===== src/rtl/sr_driver_pkg.sv =====
// sr_driver_pkg
//   Shared encodings for the SR flip-flop driver.
//   - FSM state encoding (IDLE, DRIVE, WAIT, ERROR)
//   - ERR_CODE values reported on the ERR_CODE output
package sr_driver_pkg;

  localparam logic [1:0] ST_IDLE  = 2'd0;
  localparam logic [1:0] ST_DRIVE = 2'd1;
  localparam logic [1:0] ST_WAIT  = 2'd2;
  localparam logic [1:0] ST_ERROR = 2'd3;

  localparam logic [1:0] ERR_NONE    = 2'b00;
  localparam logic [1:0] ERR_TIMEOUT = 2'b01;
  localparam logic [1:0] ERR_INVALID = 2'b10;

  // Width needed to hold (n-1), never less than one bit.
  function automatic int cnt_width(input int n);
    return (n > 1) ? $clog2(n) : 1;
  endfunction

endpackage


===== src/rtl/sr_driver_timer.sv =====
// sr_driver_timer
//   Loadable down-counter that stops at zero.
//   Ports:
//     CLK       clock, rising edge
//     RSTn      synchronous active-low reset (count -> 0)
//     load      load load_val (has priority over en)
//     load_val  value to load
//     en        decrement by one when non-zero
//     zero      count is zero
module sr_driver_timer #(
  parameter int W = 4
) (
  input  logic         CLK,
  input  logic         RSTn,
  input  logic         load,
  input  logic [W-1:0] load_val,
  input  logic         en,
  output logic         zero
);

  logic [W-1:0] count;

  always_ff @(posedge CLK) begin
    if (!RSTn) begin
      count <= '0;
    end else if (load) begin
      count <= load_val;
    end else if (en && (count != '0)) begin
      count <= count - W'(1);
    end
  end

  assign zero = (count == '0);

endmodule


===== src/rtl/sr_driver.sv =====
// sr_driver
//   Command-side initiator for a clocked SR flip-flop. Accepts target-bit
//   requests over valid/ready, pulses S or R (never both), then watches the
//   Q/Qn feedback to confirm the transition, count it, or flag an error.
//   Ports:
//     CLK, RSTn            clock (rising edge), synchronous active-low reset
//     REQ_VALID/REQ_BIT    request and target Q value
//     REQ_READY            idle and able to accept a request
//     ERR_CLR              clears the ERROR state (sampled in ERROR only)
//     Q_FB/QN_FB           feedback from the driven flip-flop
//     S/R                  excitation outputs
//     DONE                 one-cycle completion pulse
//     ERR/ERR_CODE         sticky error flag and first-error code
//     TOGGLE_CNT           completed state changes, wraps
//
//   state | meaning
//   IDLE  | ready for a request; also finishes a no-drive request
//   DRIVE | holding S or R high for PULSE_W cycles
//   WAIT  | S=R=0, waiting up to TIMEOUT edges for Q_FB to reach target
//   ERROR | sticky fault, waiting for ERR_CLR
module sr_driver
  import sr_driver_pkg::*;
#(
  parameter int PULSE_W = 1,
  parameter int TIMEOUT = 8,
  parameter int CNT_W   = 8
) (
  input  logic             CLK,
  input  logic             RSTn,
  input  logic             REQ_VALID,
  input  logic             REQ_BIT,
  output logic             REQ_READY,
  input  logic             ERR_CLR,
  input  logic             Q_FB,
  input  logic             QN_FB,
  output logic             S,
  output logic             R,
  output logic             DONE,
  output logic             ERR,
  output logic [1:0]       ERR_CODE,
  output logic [CNT_W-1:0] TOGGLE_CNT
);

  localparam int PW_W = cnt_width(PULSE_W);
  localparam int TO_W = cnt_width(TIMEOUT);
  // Timers are loaded with N-1 so their zero flag marks the N-th edge.
  localparam logic [PW_W-1:0] PW_LOAD = PW_W'(PULSE_W - 1);
  localparam logic [TO_W-1:0] TO_LOAD = TO_W'(TIMEOUT - 1);

  logic [1:0]       state, state_nxt;
  logic             target, target_nxt;
  logic             skip_pend, skip_pend_nxt;
  logic             s_nxt, r_nxt, ready_nxt, done_nxt, err_nxt;
  logic [1:0]       code_nxt;
  logic [CNT_W-1:0] cnt_nxt;

  logic pw_load, pw_en, pw_zero;
  logic to_load, to_en, to_zero;
  logic accept, fb_valid, fb_match, already_there;

  assign accept        = (state == ST_IDLE) && REQ_READY && REQ_VALID;
  assign fb_valid      = (Q_FB != QN_FB);
  assign fb_match      = (Q_FB == target);
  assign already_there = (REQ_BIT == Q_FB) && fb_valid;

  sr_driver_timer #(.W(PW_W)) u_pulse_timer (
    .CLK      (CLK),
    .RSTn     (RSTn),
    .load     (pw_load),
    .load_val (PW_LOAD),
    .en       (pw_en),
    .zero     (pw_zero)
  );

  sr_driver_timer #(.W(TO_W)) u_timeout_timer (
    .CLK      (CLK),
    .RSTn     (RSTn),
    .load     (to_load),
    .load_val (TO_LOAD),
    .en       (to_en),
    .zero     (to_zero)
  );

  // State and output registers.
  always_ff @(posedge CLK) begin
    if (!RSTn) begin
      state      <= ST_IDLE;
      target     <= 1'b0;
      skip_pend  <= 1'b0;
      S          <= 1'b0;
      R          <= 1'b0;
      REQ_READY  <= 1'b0;
      DONE       <= 1'b0;
      ERR        <= 1'b0;
      ERR_CODE   <= ERR_NONE;
      TOGGLE_CNT <= '0;
    end else begin
      state      <= state_nxt;
      target     <= target_nxt;
      skip_pend  <= skip_pend_nxt;
      S          <= s_nxt;
      R          <= r_nxt;
      REQ_READY  <= ready_nxt;
      DONE       <= done_nxt;
      ERR        <= err_nxt;
      ERR_CODE   <= code_nxt;
      TOGGLE_CNT <= cnt_nxt;
    end
  end

  // Next-state logic.
  always_comb begin
    state_nxt = state;
    case (state)
      ST_IDLE: begin
        if (accept && !already_there) state_nxt = ST_DRIVE;
      end
      ST_DRIVE: begin
        if (pw_zero) state_nxt = ST_WAIT;
      end
      ST_WAIT: begin
        if (!fb_valid)    state_nxt = ST_ERROR;
        else if (fb_match) state_nxt = ST_IDLE;
        else if (to_zero)  state_nxt = ST_ERROR;
      end
      ST_ERROR: begin
        if (ERR_CLR) state_nxt = ST_IDLE;
      end
      default: state_nxt = ST_IDLE;
    endcase
  end

  // Next values of the registered outputs and timer controls.
  always_comb begin
    target_nxt    = target;
    skip_pend_nxt = 1'b0;
    s_nxt         = 1'b0;
    r_nxt         = 1'b0;
    ready_nxt     = 1'b0;
    done_nxt      = 1'b0;
    err_nxt       = ERR;
    code_nxt      = ERR_CODE;
    cnt_nxt       = TOGGLE_CNT;
    pw_load       = 1'b0;
    pw_en         = 1'b0;
    to_load       = 1'b0;
    to_en         = 1'b0;
    case (state)
      ST_IDLE: begin
        ready_nxt = 1'b1;
        if (skip_pend) begin
          // Target already held: complete one edge after accept, no count.
          done_nxt = 1'b1;
        end else if (accept) begin
          target_nxt = REQ_BIT;
          ready_nxt  = 1'b0;
          if (already_there) begin
            skip_pend_nxt = 1'b1;
          end else begin
            s_nxt   = REQ_BIT;
            r_nxt   = ~REQ_BIT;
            pw_load = 1'b1;
          end
        end
      end
      ST_DRIVE: begin
        pw_en = 1'b1;
        if (pw_zero) begin
          to_load = 1'b1;
        end else begin
          s_nxt = target;
          r_nxt = ~target;
        end
      end
      ST_WAIT: begin
        to_en = 1'b1;
        if (!fb_valid) begin
          err_nxt  = 1'b1;
          code_nxt = ERR_INVALID;
        end else if (fb_match) begin
          done_nxt  = 1'b1;
          ready_nxt = 1'b1;
          cnt_nxt   = TOGGLE_CNT + CNT_W'(1);
        end else if (to_zero) begin
          err_nxt  = 1'b1;
          code_nxt = ERR_TIMEOUT;
        end
      end
      ST_ERROR: begin
        if (ERR_CLR) begin
          err_nxt   = 1'b0;
          code_nxt  = ERR_NONE;
          ready_nxt = 1'b1;
        end else begin
          err_nxt = 1'b1;
        end
      end
      default: ;
    endcase
  end

endmodule


===== config.mk =====
export PLATFORM = sky130hd
export DESIGN_NAME = sr_driver
export DESIGN_NICKNAME = d
export VERILOG_FILES = /design/src/rtl/sr_driver_pkg.sv /design/src/rtl/sr_driver_timer.sv /design/src/rtl/sr_driver.sv
export SDC_FILE = /design/constraint.sdc
export NUM_CORES = 1
export LEC_CHECK = 0
export CORE_MARGIN = 3
export CORE_UTILIZATION = 46
export DETAILED_ROUTE_END_ITERATION = 16
export PLACE_DENSITY = 0.8
export SLEW_MARGIN = 15
export SYNTH_ARGS = -nofsm -noshare
export SYNTH_HDL_FRONTEND = slang
export SYNTH_SLANG_ARGS = --single-unit
export TNS_END_PERCENT = 1

===== constraint.sdc =====
create_clock -name CLK -period 2.2 [get_ports CLK]
set_clock_uncertainty 0.05 [all_clocks]
set_input_delay 0.55 -clock CLK [delete_from_list [all_inputs] [get_ports CLK]]
set_output_delay 0.55 -clock CLK [all_outputs]
set_load 0.005 [all_outputs]

# After elaboration in Yosys (flattened, before gate mapping)
# Cells that the tools add are included.
# classes
n_mux,45
n_reduce_logical,19
addsub,3
n_bitwise,6
eq_ne,12
# op_table
operator,n
$mux 1,27
$mux 2,9
$reduce_and 3->1,3
$add 8x1->8 const B,1
$pmux 1 s2,4
$pmux 2 s4,1
$reduce_and 4->1,2
$logic_and 1x1->1,6
$mux 3,2
$ne 3x3->1 const B,2
$not 1->1,6
$eq 2x2->1 const B,2
$ne 2x2->1 const B,2
$ne 4x4->1 const B,1
$pmux 2 s2,1
$reduce_bool 2->1,2
$reduce_or 4->1,1
$logic_not 3->1,1
$pmux 1 s3,1
$reduce_bool 3->1,1
$sub 3x1->3 const B,1
$eq 1x1->1,2
$eq 2x1->1 const B,1
$logic_not 2->1,1
other kinds (5),5
# word_totals
ff_bits,23
output_inout_bits,15

# Longest topological paths before layout
# logic_depth
word_depth,7
depth_mapped,7
mapped_depth_nobuf,7

# Cells and area by module
# A second synthesis with hierarchy kept.
# hier_totals
cells_unflattened,135
area_unflattened_um2,1260.0
# by_module_without_submodules
mod,cells_each,area_per_inst_um2,instances
sr_driver,109,1026.0,1
sr_driver_timer at u_timeout_timer,21,185.2,1
sr_driver_timer at u_pulse_timer,5,48.8,1

# Worst setup path after synthesis
# Ideal clock, no wire load.
# synth_path
path_kind,input -> register
from,input QN_FB
to,register TOGGLE_CNT[3]
setup_ps,59
arrival_time_ps,1511
required_time_ps,2091
n_path_buf,1
slack_ps,580
stages,5
cell_sequence,and3b_2 > o21ai_2 > buf_6 > or4_1 > nand2_1
# synth_via
elab_chain_len,2
# synth_rtl
element,line,source
from (decl),sr_driver.sv:35,"input logic QN_FB,"
$ne 1x1->1,sr_driver.sv:62,assign fb_valid = (Q_FB != QN_FB);
$reduce_and 3->1 (no line),--,
to (signal assigned),sr_driver.sv:107,TOGGLE_CNT <= cnt_nxt;
to (decl),sr_driver.sv:41,output logic [CNT_W-1:0] TOGGLE_CNT
# Every way passes these cells.
# A chain may end at the register's enable or synchronous reset.

# Worst setup path in the final report
# layout_path
from,input Q_FB
to,register state[0]
# layout_via
elab_chain_len,6
word_cells_on_any_way,12
# layout_rtl
element,line,source
from (decl),sr_driver.sv:34,"input logic Q_FB,"
$eq 1x1->1 / $ne 1x1->1 (equally long branches),"sr_driver.sv:64, sr_driver.sv:62",
$logic_and 1x1->1,sr_driver.sv:64,assign already_there = (REQ_BIT == Q_FB) && fb_valid;
$logic_not 1->1,sr_driver.sv:116,if (accept && !already_there) state_nxt = ST_DRIVE;
$logic_and 1x1->1,sr_driver.sv:116,
$ne 2x1->1 (no line),--,
$reduce_and 4->1 (no line),--,
to (signal assigned),sr_driver.sv:98,state <= state_nxt;
to (decl),sr_driver.sv:50,"logic [1:0] state, state_nxt;"
# Parallel ways exist; a longest one is shown, timed or not.

==> flow_summary_export.csv <==
group,metric,value,unit
clock_tree,cts_root_buf,"clkbuf_4",
finish,nNetsFinal,181,
routing,wl,2.662,mm
worst_setup_path,cp.required,2340,ps
worst_setup_path,reg2reg_depth,7,
hold_path,holdPathStages,2,
yosys,synth-seq-area-share,0.3978,
global_route,antenna_found_initial,0,
worst_setup_path,crit_top_cell,"o22ai_1",
yosys,synthArstFlopShare,0,
clock_tree,clock_latency,320,ps
finish,num-fill-cells,200,
global_route,grt_max_degree,18,
yosys,synth_top_area_share,0.3978,
run_status,status,"finished, final reports clean",
sta,tightest_slew,357.0,ps
routing,drt_iter0_markers,48,
yosys,syn_area,0.001157,mm²
floorplanning,ios,22,
placement,dp.cells,194,
routing,drt_pass1_iterations,4,
worst_setup_path,worst-path-buf-inv,2,
worst_setup_path,crit_fanout,4,
clock_tree,postCtsSetupBuffers,0,
yosys,synthTopCellsByArea,"dfxtp_1 (40%), a21oi_1 (6.9%), nor2_1 (3.9%)",
floorplanning,core-area,0.002297,mm²
pwr,power_per_cell_area,542.4,mW/mm²
floorplanning,start_util,0.5038,
worst_setup_path,criticalPathCategory,"input pin to flip-flop",
yosys,synthDistinctLibCells,40,
clock_tree,cts_tree,"yes",
routing,routedWlPerCell,13.44,µm
worst_setup_path,path_depth,6,
finish,diodes,0,
pwr,p_clk_frac,0.251,
routing,vias,1116,
finish,instances_no_fill,198,
yosys,syn-instance-count,141,
worst_setup_path,slowest_delay,550,ps
sta,hold_viol_final,0,
floorplanning,num_rows,17,
worst_setup_path,cp.arrival,2090,ps
yosys,ys.warnings.count,0,
routing,ant_nets,0,
worst_setup_path,worst_setup_path_end_kind,"flip-flop",
sta,slew_violations,0,
yosys,ys.flop_type,"dfxtp_1",
clock_tree,path_clk_slew,140,ps
yosys,synth_top_cell_by_area,"dfxtp_1",
clock_tree,ctsHoldBuffers,0,
placement,place_congestion,0.9241,
pwr,p_comb_frac,0.193,
pwr,intPower,0.5746,mW
sta,rsz0062_at_grt,"false",
global_route,first_global_vias,1080,
pwr,leakagePower,0.5462,nW
sta,fmax,513.8,MHz
floorplanning,die_width,56.16,µm
worst_setup_path,slowest_stage,"clkdlybuf4s50_1",
routing,drc,0,
global_route,grt_pass1_wl,4.616,mm
global_route,track_usage,0.1794,
pwr,p_sw,0.2242,mW
sta,slew_headroom,0.7602,
sta,fin_crit_sh,0.8847,
routing,viasPerCell,5.636,
sta,fin_crit,1946,ps
yosys,synth_edf_count,0,
clock_tree,cts_inserted_buffers,3,
placement,io_buffers,21,
clock_tree,cts.sinks,23,
run,cap_violations,0,
yosys,ys_ff_latch,23,
finish,syn_to_final_growth,27.24,%
sta,finalSetupTns,0,ps
worst_setup_path,start_kind,"input pin",
sta,setup_viol,0,
worst_setup_path,critPathTopFamily,"buffers and inverters",
floorplanning,dieHeight,56.16,µm
finish,drive_above_1_share,0.1059,
hold_path,hold_class,"flip-flop to flip-flop",
clock_tree,clockBufferDepth,2,
yosys,syn_nets,151,
floorplanning,dieArea,0.003154,mm²
clock_tree,cts-htree-levels,1,
pwr,power_switching_share,0.2807,
pwr,ir_drop,0.3606,mV
clock_tree,cts_resized,0,
placement,hpwl,2.078,mm
worst_setup_path,crit_chain,"clkdlybuf4s50_1 > buf_4 > or2b_1 > o22ai_1 > a311o_1 > o22ai_1",
pwr,power.share.sequential,0.556,
global_route,overflow,0,
yosys,syn_area_per_cell,8.208,µm²
-- layer usage --
layer / routed length, µm / vias up / GRT usage
met3: 157 / 5 / 0.03016
met4: 40 / 0 / 0.08475
met5: 0 / - / 0
li1: - / 564 / -
met1: 1223 / 510 / 0.2299
met2: 1241 / 37 / 0.2905
-- synthesized netlist by cell type (all sizes together), types with 3 or more instances --
cell type and instances:
ha 3, mux2i 3, nor3 6, clkbuf 4
o211ai 3, nand2 10, dfxtp 23, nor2 12
o21ai 9, a21oi 16, buf 3, nand3 7
inv 7, nand2b 4
-- stage by stage --
stage               total power, mW  setup slack (ps)    util  instance area (µm²)  hold slack (ps)
detailed placement           0.6066            -42.81  0.6291                 1445            404.8
CTS                          0.7965             257.3  0.6411                 1473            424.2
global placement             0.5982             20.81  0.6291                 1445            381.5
floorplan                    0.5431             580.2       -                 1157            387.2
global route                 0.8399             184.2  0.6411                 1473            443.6
finish                       0.7987             253.6  0.6411                 1473            412.6
-- power groups by stage --
| stage | Combinational [mW] | Sequential [mW] | Clock [mW] |
|---|---|---|---|
| floorplan | 0.0933 | 0.450 | 0 |
| global placement | 0.146 | 0.452 | 0 |
| detailed placement | 0.153 | 0.454 | 0 |
| CTS | 0.153 | 0.444 | 0.199 |
| global route | 0.170 | 0.447 | 0.223 |
| finish | 0.154 | 0.444 | 0.200 |
-- cell families after synthesis --
group,share of synthesized area
compound gates,0.2086
xor+xnor,0.01514
fa+ha+maj,0.03244
buf+inv,0.06053
flops,0.3978
mux,0.02595
simple gates,0.2595
-- final timing paths --
path	start	to	slack (ps)
max	Q_FB	state[0]	250
min	ERR	ERR	410
max reg2reg	u_timeout_timer.count[0]	ERR_CODE[1]	430
min reg2reg	ERR	ERR	410
-- state kept, by name, indices dropped and copies added (netlist names) --
signal and flops:
DONE 1, S 1, target 1, u_timeout_timer.count 3
ERR 1, REQ_READY 1, TOGGLE_CNT 8, u_pulse_timer.count 1
state 2, skip_pend 1, ERR_CODE 2, R 1
-- worst register-to-register path, delay by kind of cell, from the launching register on --
kind,cells,cell delay (ps)
AND/OR/NAND/NOR,2,150
adder cells (fa/ha/maj),2,430
buffers and inverters,1,60
flip-flops,1,360
AO/OA/AOI/OAI,2,620
-- layout make-up --
class                           instances  area (µm²)  area share
Multi-Input combinational cell        103       626.9      0.4257
Sequential cell                        23       460.4      0.3127
Timing Repair Buffer                   32       292.8      0.1988
Tap cell                               28       35.03     0.02379
Inverter                                8       30.03     0.02039
Clock buffer                            3       22.52     0.01529
Clock inverter                          1       5.005    0.003398
-- placed cells by master, fill, tap and decap left out, drive strengths merged, types with 3 or more instances in the layout --
master and count:
clkbuf 3, buf 11, inv 7, nand3 7, ha 3, nand2 10
clkdlybuf4s50 21, mux2i 3, nand2b 4, a21oi 16, dfxtp 23, o21ai 9
nor3 6, nor2 12, o211ai 3
No activity file was read; power rests on OpenSTA's default activity.
